--- src/rtl/crossing_scheduler_if.sv ---
// Start/acknowledge link between the request scheduler and the crossing controller.
// The scheduler raises start; the controller answers through its light sequence.
interface crossing_scheduler_if;
  logic       start;
  logic [4:0] lightseq;

  modport master (output start, input lightseq);
  modport slave  (input start, output lightseq);
endinterface

--- src/rtl/crossing_scheduler.sv ---
// Debounces pedestrian/cyclist buttons, latches requests and hands crossings to the
// controller with an acknowledged start, enforcing a vehicle-green gap between crossings.
module crossing_scheduler #(
  parameter int DEBOUNCE    = 3,
  parameter int MIN_GAP     = 8,
  parameter int ACK_TIMEOUT = 4
) (
  input  logic                 clock,
  input  logic                 reset,
  input  logic                 ped_btn,
  input  logic                 cyc_btn,
  crossing_scheduler_if.master ctl,
  output logic                 ped_wait,
  output logic                 cyc_wait,
  output logic [1:0]           served,
  output logic [7:0]           crossings,
  output logic                 busy,
  output logic                 fault
);

  localparam int DW = $clog2(DEBOUNCE + 1);
  localparam int GW = $clog2(MIN_GAP + 1);
  localparam int TW = $clog2(ACK_TIMEOUT + 1);

  localparam logic [4:0] L_RG  = 5'b01001;
  localparam logic [4:0] L_RRA = 5'b01110;

  typedef enum logic [1:0] {S_IDLE, S_ISSUE, S_ACTIVE, S_GAP} state_t;

  // Index 0 = pedestrian, index 1 = cyclist
  logic [1:0]    w_btn;
  logic [1:0]    r_sync1;
  logic [1:0]    r_sync2;
  logic [1:0]    r_lvl_q;
  logic [DW-1:0] r_deb_cnt [2];
  logic [1:0]    w_lvl;
  logic [1:0]    w_press;

  state_t        r_state;
  state_t        w_state_nxt;
  logic          r_start;
  logic [TW-1:0] r_timer;
  logic [GW-1:0] r_gap;
  logic          r_saw_rra;
  logic          r_ped_wait;
  logic          r_cyc_wait;
  logic [1:0]    r_served;
  logic [7:0]    r_crossings;
  logic          r_fault;

  logic          w_req;
  logic          w_accept;
  logic          w_timeout;
  logic          w_done;
  logic          w_press_ok;

  assign w_btn = {cyc_btn, ped_btn};

  always_ff @(posedge clock or negedge reset) begin
    if (!reset) begin
      r_sync1      <= '0;
      r_sync2      <= '0;
      r_lvl_q      <= '0;
      r_deb_cnt[0] <= '0;
      r_deb_cnt[1] <= '0;
    end else begin
      r_sync1 <= w_btn;
      r_sync2 <= r_sync1;
      r_lvl_q <= w_lvl;
      for (int i = 0; i < 2; i++) begin
        if (!r_sync2[i])
          r_deb_cnt[i] <= '0;
        else if (r_deb_cnt[i] != DW'(DEBOUNCE))
          r_deb_cnt[i] <= r_deb_cnt[i] + 1'b1;
      end
    end
  end

  // Saturated counter is the debounced level; its rising edge is the single press event
  always_comb begin
    w_lvl = '0;
    for (int i = 0; i < 2; i++)
      w_lvl[i] = (r_deb_cnt[i] == DW'(DEBOUNCE));
    w_press = w_lvl & ~r_lvl_q;
  end

  assign w_req      = r_ped_wait | r_cyc_wait;
  assign w_accept   = (r_state == S_ISSUE) && (ctl.lightseq != L_RG);
  assign w_timeout  = (r_state == S_ISSUE) && !w_accept && (r_timer == TW'(ACK_TIMEOUT - 1));
  assign w_done     = (r_state == S_ACTIVE) && r_saw_rra && (ctl.lightseq == L_RG);
  // Presses before the all-red phase would be served by the walk already in progress
  assign w_press_ok = (r_state != S_ISSUE) && !((r_state == S_ACTIVE) && !r_saw_rra);

  always_comb begin
    w_state_nxt = r_state;
    case (r_state)
      S_IDLE:   if (w_req && (r_gap == '0)) w_state_nxt = S_ISSUE;
      S_ISSUE:  if (w_accept)               w_state_nxt = S_ACTIVE;
                else if (w_timeout)         w_state_nxt = S_IDLE;
      S_ACTIVE: if (w_done)                 w_state_nxt = S_GAP;
      S_GAP:    if (r_gap == '0)            w_state_nxt = S_IDLE;
      default:                              w_state_nxt = S_IDLE;
    endcase
  end

  always_ff @(posedge clock or negedge reset) begin
    if (!reset) begin
      r_state     <= S_IDLE;
      r_start     <= 1'b0;
      r_timer     <= '0;
      r_gap       <= '0;
      r_saw_rra   <= 1'b0;
      r_ped_wait  <= 1'b0;
      r_cyc_wait  <= 1'b0;
      r_served    <= '0;
      r_crossings <= '0;
      r_fault     <= 1'b0;
    end else begin
      r_state <= w_state_nxt;
      r_start <= (w_state_nxt == S_ISSUE);
      r_timer <= (r_state == S_ISSUE) ? r_timer + 1'b1 : '0;

      if (w_done)
        r_gap <= GW'(MIN_GAP - 1);
      else if ((r_state == S_GAP) && (r_gap != '0))
        r_gap <= r_gap - 1'b1;

      if (w_accept)
        r_saw_rra <= 1'b0;
      else if ((r_state == S_ACTIVE) && (ctl.lightseq == L_RRA))
        r_saw_rra <= 1'b1;

      if (w_accept) begin
        r_ped_wait  <= 1'b0;
        r_cyc_wait  <= 1'b0;
        r_served    <= {r_cyc_wait, r_ped_wait};
        r_crossings <= r_crossings + 8'd1;
      end else begin
        if (w_press[0] && w_press_ok) r_ped_wait <= 1'b1;
        if (w_press[1] && w_press_ok) r_cyc_wait <= 1'b1;
      end

      if (w_timeout)
        r_fault <= 1'b1;
    end
  end

  assign ctl.start = r_start;
  assign ped_wait  = r_ped_wait;
  assign cyc_wait  = r_cyc_wait;
  assign served    = r_served;
  assign crossings = r_crossings;
  assign busy      = (r_state != S_IDLE);
  assign fault     = r_fault;

endmodule

--- src/flat_wrapper.sv ---
// flat-port wrapper written by rule: the top's interface ports become plain ports
module crossing_scheduler_flat 
#(
  parameter int DEBOUNCE    = 3,
  parameter int MIN_GAP     = 8,
  parameter int ACK_TIMEOUT = 4
)
  (clock, reset, ped_btn, cyc_btn, ped_wait, cyc_wait, served, crossings, busy, fault, ctl_start, ctl_lightseq);
  crossing_scheduler_if ctl_i ();
  input  logic clock;
  input  logic reset;
  input  logic ped_btn;
  input  logic cyc_btn;
  output logic ped_wait;
  output logic cyc_wait;
  output logic [1:0] served;
  output logic [7:0] crossings;
  output logic busy;
  output logic fault;
  output wire logic [$bits(ctl_i.start)-1:0] ctl_start;
  input wire logic [$bits(ctl_i.lightseq)-1:0] ctl_lightseq;
  assign ctl_start = ctl_i.start;
  assign ctl_i.lightseq = ctl_lightseq;
  crossing_scheduler #(.DEBOUNCE(DEBOUNCE), .MIN_GAP(MIN_GAP), .ACK_TIMEOUT(ACK_TIMEOUT)) u_core (.clock(clock), .reset(reset), .ped_btn(ped_btn), .cyc_btn(cyc_btn), .ctl(ctl_i), .ped_wait(ped_wait), .cyc_wait(cyc_wait), .served(served), .crossings(crossings), .busy(busy), .fault(fault));
endmodule
--- config.mk ---
export PLATFORM = sky130hd
export DESIGN_NAME = crossing_scheduler_flat
export DESIGN_NICKNAME = d
export VERILOG_FILES = /design/src/rtl/crossing_scheduler_if.sv /design/src/rtl/crossing_scheduler.sv /design/src/flat_wrapper.sv
export SDC_FILE = /design/constraint.sdc
export NUM_CORES = 1
export LEC_CHECK = 0
export CORE_ASPECT_RATIO = 1.25
export CORE_MARGIN = 2
export CORE_UTILIZATION = 40
export CTS_CLUSTER_SIZE = 12
export DETAILED_ROUTE_END_ITERATION = 8
export GPL_TIMING_DRIVEN = 0
export PLACE_DENSITY_LB_ADDON = 0.15
export SLEW_MARGIN = 0
export SYNTH_ARGS = -nofsm -noshare
export SYNTH_HDL_FRONTEND = slang
export SYNTH_SLANG_ARGS = --single-unit
--- constraint.sdc ---
create_clock -name clock -period 1.7 [get_ports clock]
set_input_delay 0.17 -clock clock [delete_from_list [all_inputs] [get_ports clock]]
set_output_delay 0.17 -clock clock [all_outputs]
set_load 0.1 [all_outputs]
# Word level (Yosys, flattened, before mapping)
# Index checks and enable logic that the tools add are counted.
[word_totals] register_bits=34 in_bits=9 output_inout_bits=15 word_cells=80
[op_classes] add_sub_neg=5 n_eq_ne=15 n_mux=19 n_bitwise=3 reduce_logical=23
[op_table] cell="$mux 2" count=9
[op_table] cell="$logic_and 1x1->1" count=12
[op_table] cell="$eq 5x4->1 const B" count=2
[op_table] cell="$reduce_bool 2->1" count=5
[op_table] cell="$add 8x1->8 const B" count=1
[op_table] cell="$eq 2x2->1 const B" count=4
[op_table] cell="$mux 4" count=2
[op_table] cell="$ne 2x2->1 const B" count=4
[op_table] cell="$pmux 2 s4" count=1
[op_table] cell="$mux 1" count=6
[op_table] cell="$ne 5x4->1 const B" count=1
[op_table] cell="$add 2x1->2 const B" count=2
[op_table] cell="$eq 2x1->1 const B" count=2
[op_table] cell="$logic_not 4->1" count=1
[op_table] cell="$reduce_bool 4->1" count=1
[op_table] cell="$sub 4x1->4 const B" count=1
[op_table] cell="$add 3x1->3 const B" count=1
[op_table] cell="$eq 3x2->1 const B" count=1
[op_table] cell="$logic_not 1->1" count=3
[op_table] cell="$mux 3" count=1
[op_table] cell="$and 2x2->2" count=1
[op_table] cell="$logic_not 2->1" count=1
[op_table] cell="$ne 2x1->1 const B" count=1
[op_table] cell="$not 2->2" count=1
[op_table] cell="$or 1x1->1" count=1

# Depth between registers and ports, before layout
[logic_depth] word_depth=9 ltp_mapped=6 mapped_depth_nobuf=6

# Least setup slack after synthesis
# Ideal clock, no wire load.
[synth_timing] path_kind="reg2reg" start="register u_core.r_crossings[2] (netlist: u_core.crossings[2])" end="register u_core.r_crossings[5] (netlist: u_core.crossings[5])" setup_ns=0.158 t_arrival_ns=1.554 required_ns=1.542 path_slack_ns=-0.012 stages_incl_launch_ff=4 n_path_buf=0 period_less_slack_ns=1.712 path_cell_list="dfrtp_1 > and3_1 > nand4_1 > xnor2_1"
[synth_via] elab_chain_cells=1
[synth_lines] item="start: declaration" line="crossing_scheduler.sv:48" text="logic [7:0] r_crossings;"
[synth_lines] item="start signal: assignment" line="crossing_scheduler.sv:137" text="r_crossings <= r_crossings + 8'd1;"
[synth_lines] item="$add 8x1->8" line="crossing_scheduler.sv:137"
# Every way passes these cells.
# A chain may end at the register's enable or synchronous reset.

# Worst setup path after layout
[layout_timing] start="register u_core.r_fault (netlist: u_core.fault)" end="output port fault"
[layout_rtl] item="start: declaration" line="crossing_scheduler.sv:49" text="logic r_fault;"
[layout_rtl] item="start signal: assignment" line="crossing_scheduler.sv:117" text="r_fault <= 1'b0;"
[layout_rtl] item="start signal: assignment" line="crossing_scheduler.sv:144" text="r_fault <= 1'b1;"
[layout_rtl] item="end: declaration" line="flat_wrapper.sv:19" text="output logic fault;"
# No word-level cell between the ends.

==> flow_metrics.env <==
export IMPL_hpwl_mm=1.88
export IMPL_p_sw_share_pct=43.8
export IMPL_crit_chain="dlygate4sd2_1"
export IMPL_critPathBufInv=1
export IMPL_max_cap_viol_count=0
export IMPL_pwr_share_clk_pct=20.1
export IMPL_worstPathMaxFanout=2
export IMPL_drc=4
export IMPL_place_ws_ns=-0.263
export IMPL_switchingPower_mw=1.30
export IMPL_numCtsBuffers=5
export IMPL_post_cts_repair_setup_buffers=0
export IMPL_hold_class="in2reg"
export IMPL_synthFlopType="dfrtp_1"
export IMPL_leakagePower_nw=0.824
export IMPL_synth_edf_count=0
export IMPL_wl_per_cell_um=13.7
export IMPL_clockRootBuffer="clkbuf_8"
export IMPL_syn_area_um2=1490
export IMPL_synth_net_count=134
export IMPL_clk_pin_slew_ns=0.07
export IMPL_start_util_pct=42.1
export IMPL_grt_max_degree=35
export IMPL_worst_ep_arrival_time_ns=1.50
export IMPL_design_area_um2=1840
export IMPL_grtUsageTotal_pct=14.6
export IMPL_stdcell_count=190
export IMPL_status="finished, violations left"
export IMPL_dp_cells=181
export IMPL_die_w_um=58.6
export IMPL_place_area_um2=1770
export IMPL_first_pass_iters=6
export IMPL_seq_area_frac_synth_pct=57.0
export IMPL_finalSetupViolations=0
export IMPL_r2r_start="u_core.r_gap[0]"
export IMPL_synth_cell_types=34
export IMPL_final_common_cell="dfrtp_1"
export IMPL_hold_violations=0
export IMPL_rows=24
export IMPL_cp_top_family="buffers and inverters"
export IMPL_cts_tree="done"
export IMPL_fp_dieH_um=72.3
export IMPL_io_pins=24
export IMPL_clock_path_buffers=2
export IMPL_violations="DRC"
export IMPL_endpoint_kind="output pin"
export IMPL_grt_pass1_wl_mm=4.61
export IMPL_final_min_clock_period_ns=1.67
export IMPL_drt_vias_per_instance=5.23
export IMPL_fmax_mhz=598
export IMPL_die_area_um2=4240
export IMPL_crit_path_top_delay_cell="dlygate4sd2_1"
export IMPL_wirelength_mm=2.61
export IMPL_power_density_nw_per_um2=1610
export IMPL_peakVddDrop_v=0.00105
export IMPL_fin_ws_ns=0.0279
export IMPL_worstHoldStart="cyc_btn"
export IMPL_slew_headroom_pct=36.4
export IMPL_cts_sinks=34
export IMPL_slew_violations=0
export IMPL_syn_to_final_growth_pct=23.4
export IMPL_start_kind="flop"
export IMPL_max_stage_delay_ns=0.86
export IMPL_worst_pin_slew_ns=0.958
export IMPL_final_cell_mix="dfrtp_1 (33), nor2_1 (10), xnor2_1 (9)"
export IMPL_n_antenna_cell=0
export IMPL_p_seq_share_pct=38.0
export IMPL_worstSetupPathType="reg2out"
export IMPL_ys_ff_latch=34
export IMPL_htreeDepth=2
export IMPL_nets=165
export IMPL_p_int_mw=1.67
export IMPL_comb_power_share_pct=41.9
export IMPL_synth_yosys_warnings=0
export IMPL_cp_startpoint="u_core.fault"
export IMPL_final_layout_size_suffix_gt1_share_pct=22.5
export IMPL_portBuffers=23
export IMPL_synthCells=119
export IMPL_drt_iter0_drc=24
export IMPL_grt_pass1_vias=1052
export IMPL_ys_async_sr_fraction_pct=100
export IMPL_antenna_found_initial=0
export IMPL_grt_ovfl_total=0
export IMPL_critPathRequiredTime_ns=1.53
export IMPL_syn_area_per_cell_um2=12.5
export IMPL_place_congestion=0.704
export IMPL_vias=993
export IMPL_clkLatencyLatePin_ns=0.28
export IMPL_rsz0062_at_grt="false"
export IMPL_clock_skew_ns=0.00767
export IMPL_post_route_period_util_pct=98.4
export IMPL_core_area_um2=3540
export IMPL_final_antenna_net_count=0
-- power by group through the flow --
stage	combinational (mW)	sequential, mW	clock, mW
global route	1.35	1.15	0.654
global placement	1.27	1.13	0
finish	1.25	1.13	0.599
floorplan	0.539	1.58	0
CTS	1.27	1.13	0.619
detailed placement	1.29	1.14	0
-- timing repair --
action                                  CTS  global route
hold buffers                              1             0
pin swaps                                 0             0
endpoints found under the setup margin   15             9
gates resized for setup                  30            10
hold endpoints to repair                 34             0
-- path summary, 6_finish.rpt --
| path | end | depth (start not counted) | slack (ns) |
|---|---|---|---|
| max | fault | 1 | 0.03 |
| min | u_core.r_sync1[1] | 1 | 0.32 |
| max reg2reg | u_core.r_state[0] | 6 | 0.16 |
| min reg2reg | u_core.r_sync2[1] | 0 | 0.36 |
| max in group asynchronous | u_core.crossings[2] | 2 | 0.69 |
| min in group asynchronous | u_core.fault | 2 | 0.48 |
-- per-stage QoR --
stage          setup TNS [ns]  util [%]  hold slack [ns]  power, mW
4_1_cts               -0.0790      52.7            0.316       3.01
3_3_place_gp            -7.64      50.0            0.333       2.40
6_report                    0      51.9            0.323       2.97
5_1_grt                     0      51.9            0.337       3.16
3_5_place_dp           -0.320      49.9            0.281       2.43
2_1_floorplan               0         -           -0.126       2.12
-- synthesized netlist by cell type, drive strengths merged (2+ instances only) --
| library cell | count | share of area (%) |
|---|---|---|
| a31oi | 4 | 1.7 |
| nand2 | 6 | 1.5 |
| nor2b | 2 | 0.84 |
| inv | 6 | 1.5 |
| or3 | 2 | 0.84 |
| mux2i | 3 | 2.0 |
| and2 | 4 | 1.8 |
| a21oi | 2 | 0.67 |
| o211ai | 2 | 1.0 |
| xnor2 | 9 | 5.3 |
| ha | 6 | 5.0 |
| nand4 | 5 | 2.1 |
| buf | 3 | 1.8 |
| mux2 | 3 | 2.3 |
| xor2 | 3 | 1.8 |
| dfrtp | 34 | 57 |
| nor2 | 10 | 2.5 |
| and3 | 2 | 0.84 |
-- state kept, by name, summed over array words and instances (netlist names), 2 cells and up --
name	flops
u_core.crossings	8
u_core.r_deb_cnt	4
u_core.r_gap	4
u_core.r_timer	3
u_core.r_lvl_q	2
u_core.r_state	2
u_core.r_sync1	2
u_core.r_sync2	2
u_core.served	2
-- cell families after synthesis --
| kind of cell | Yosys count | share of synthesized area (%) |
|---|---|---|
| compound gates | 14 | 7.21 |
| buf+inv | 9 | 3.36 |
| fa+ha+maj | 6 | 5.03 |
| simple gates | 38 | 16.0 |
| flops | 34 | 57.0 |
| mux | 6 | 4.28 |
| xor+xnor | 12 | 7.05 |
-- per-layer routing --
metal	global-route usage (%)	vias up	part of all wire [%]
li1	-	470	-
met1	16.4	491	42
met2	25.1	27	50
met3	5.17	5	6.4
met4	6.06	0	1.7
met5	0	-	0
-- area by class of cell --
cell class	count	area, µm²
Clock inverter	1	5.00
Timing Repair Buffer	24	208
Inverter	6	22.5
Multi-Input combinational cell	76	591
Clock buffer	7	86.3
Fill cell	335	1700
Tap cell	39	48.8
Buffer	3	27.5
Sequential cell	34	852
Power figures use the tool's default switching activity.
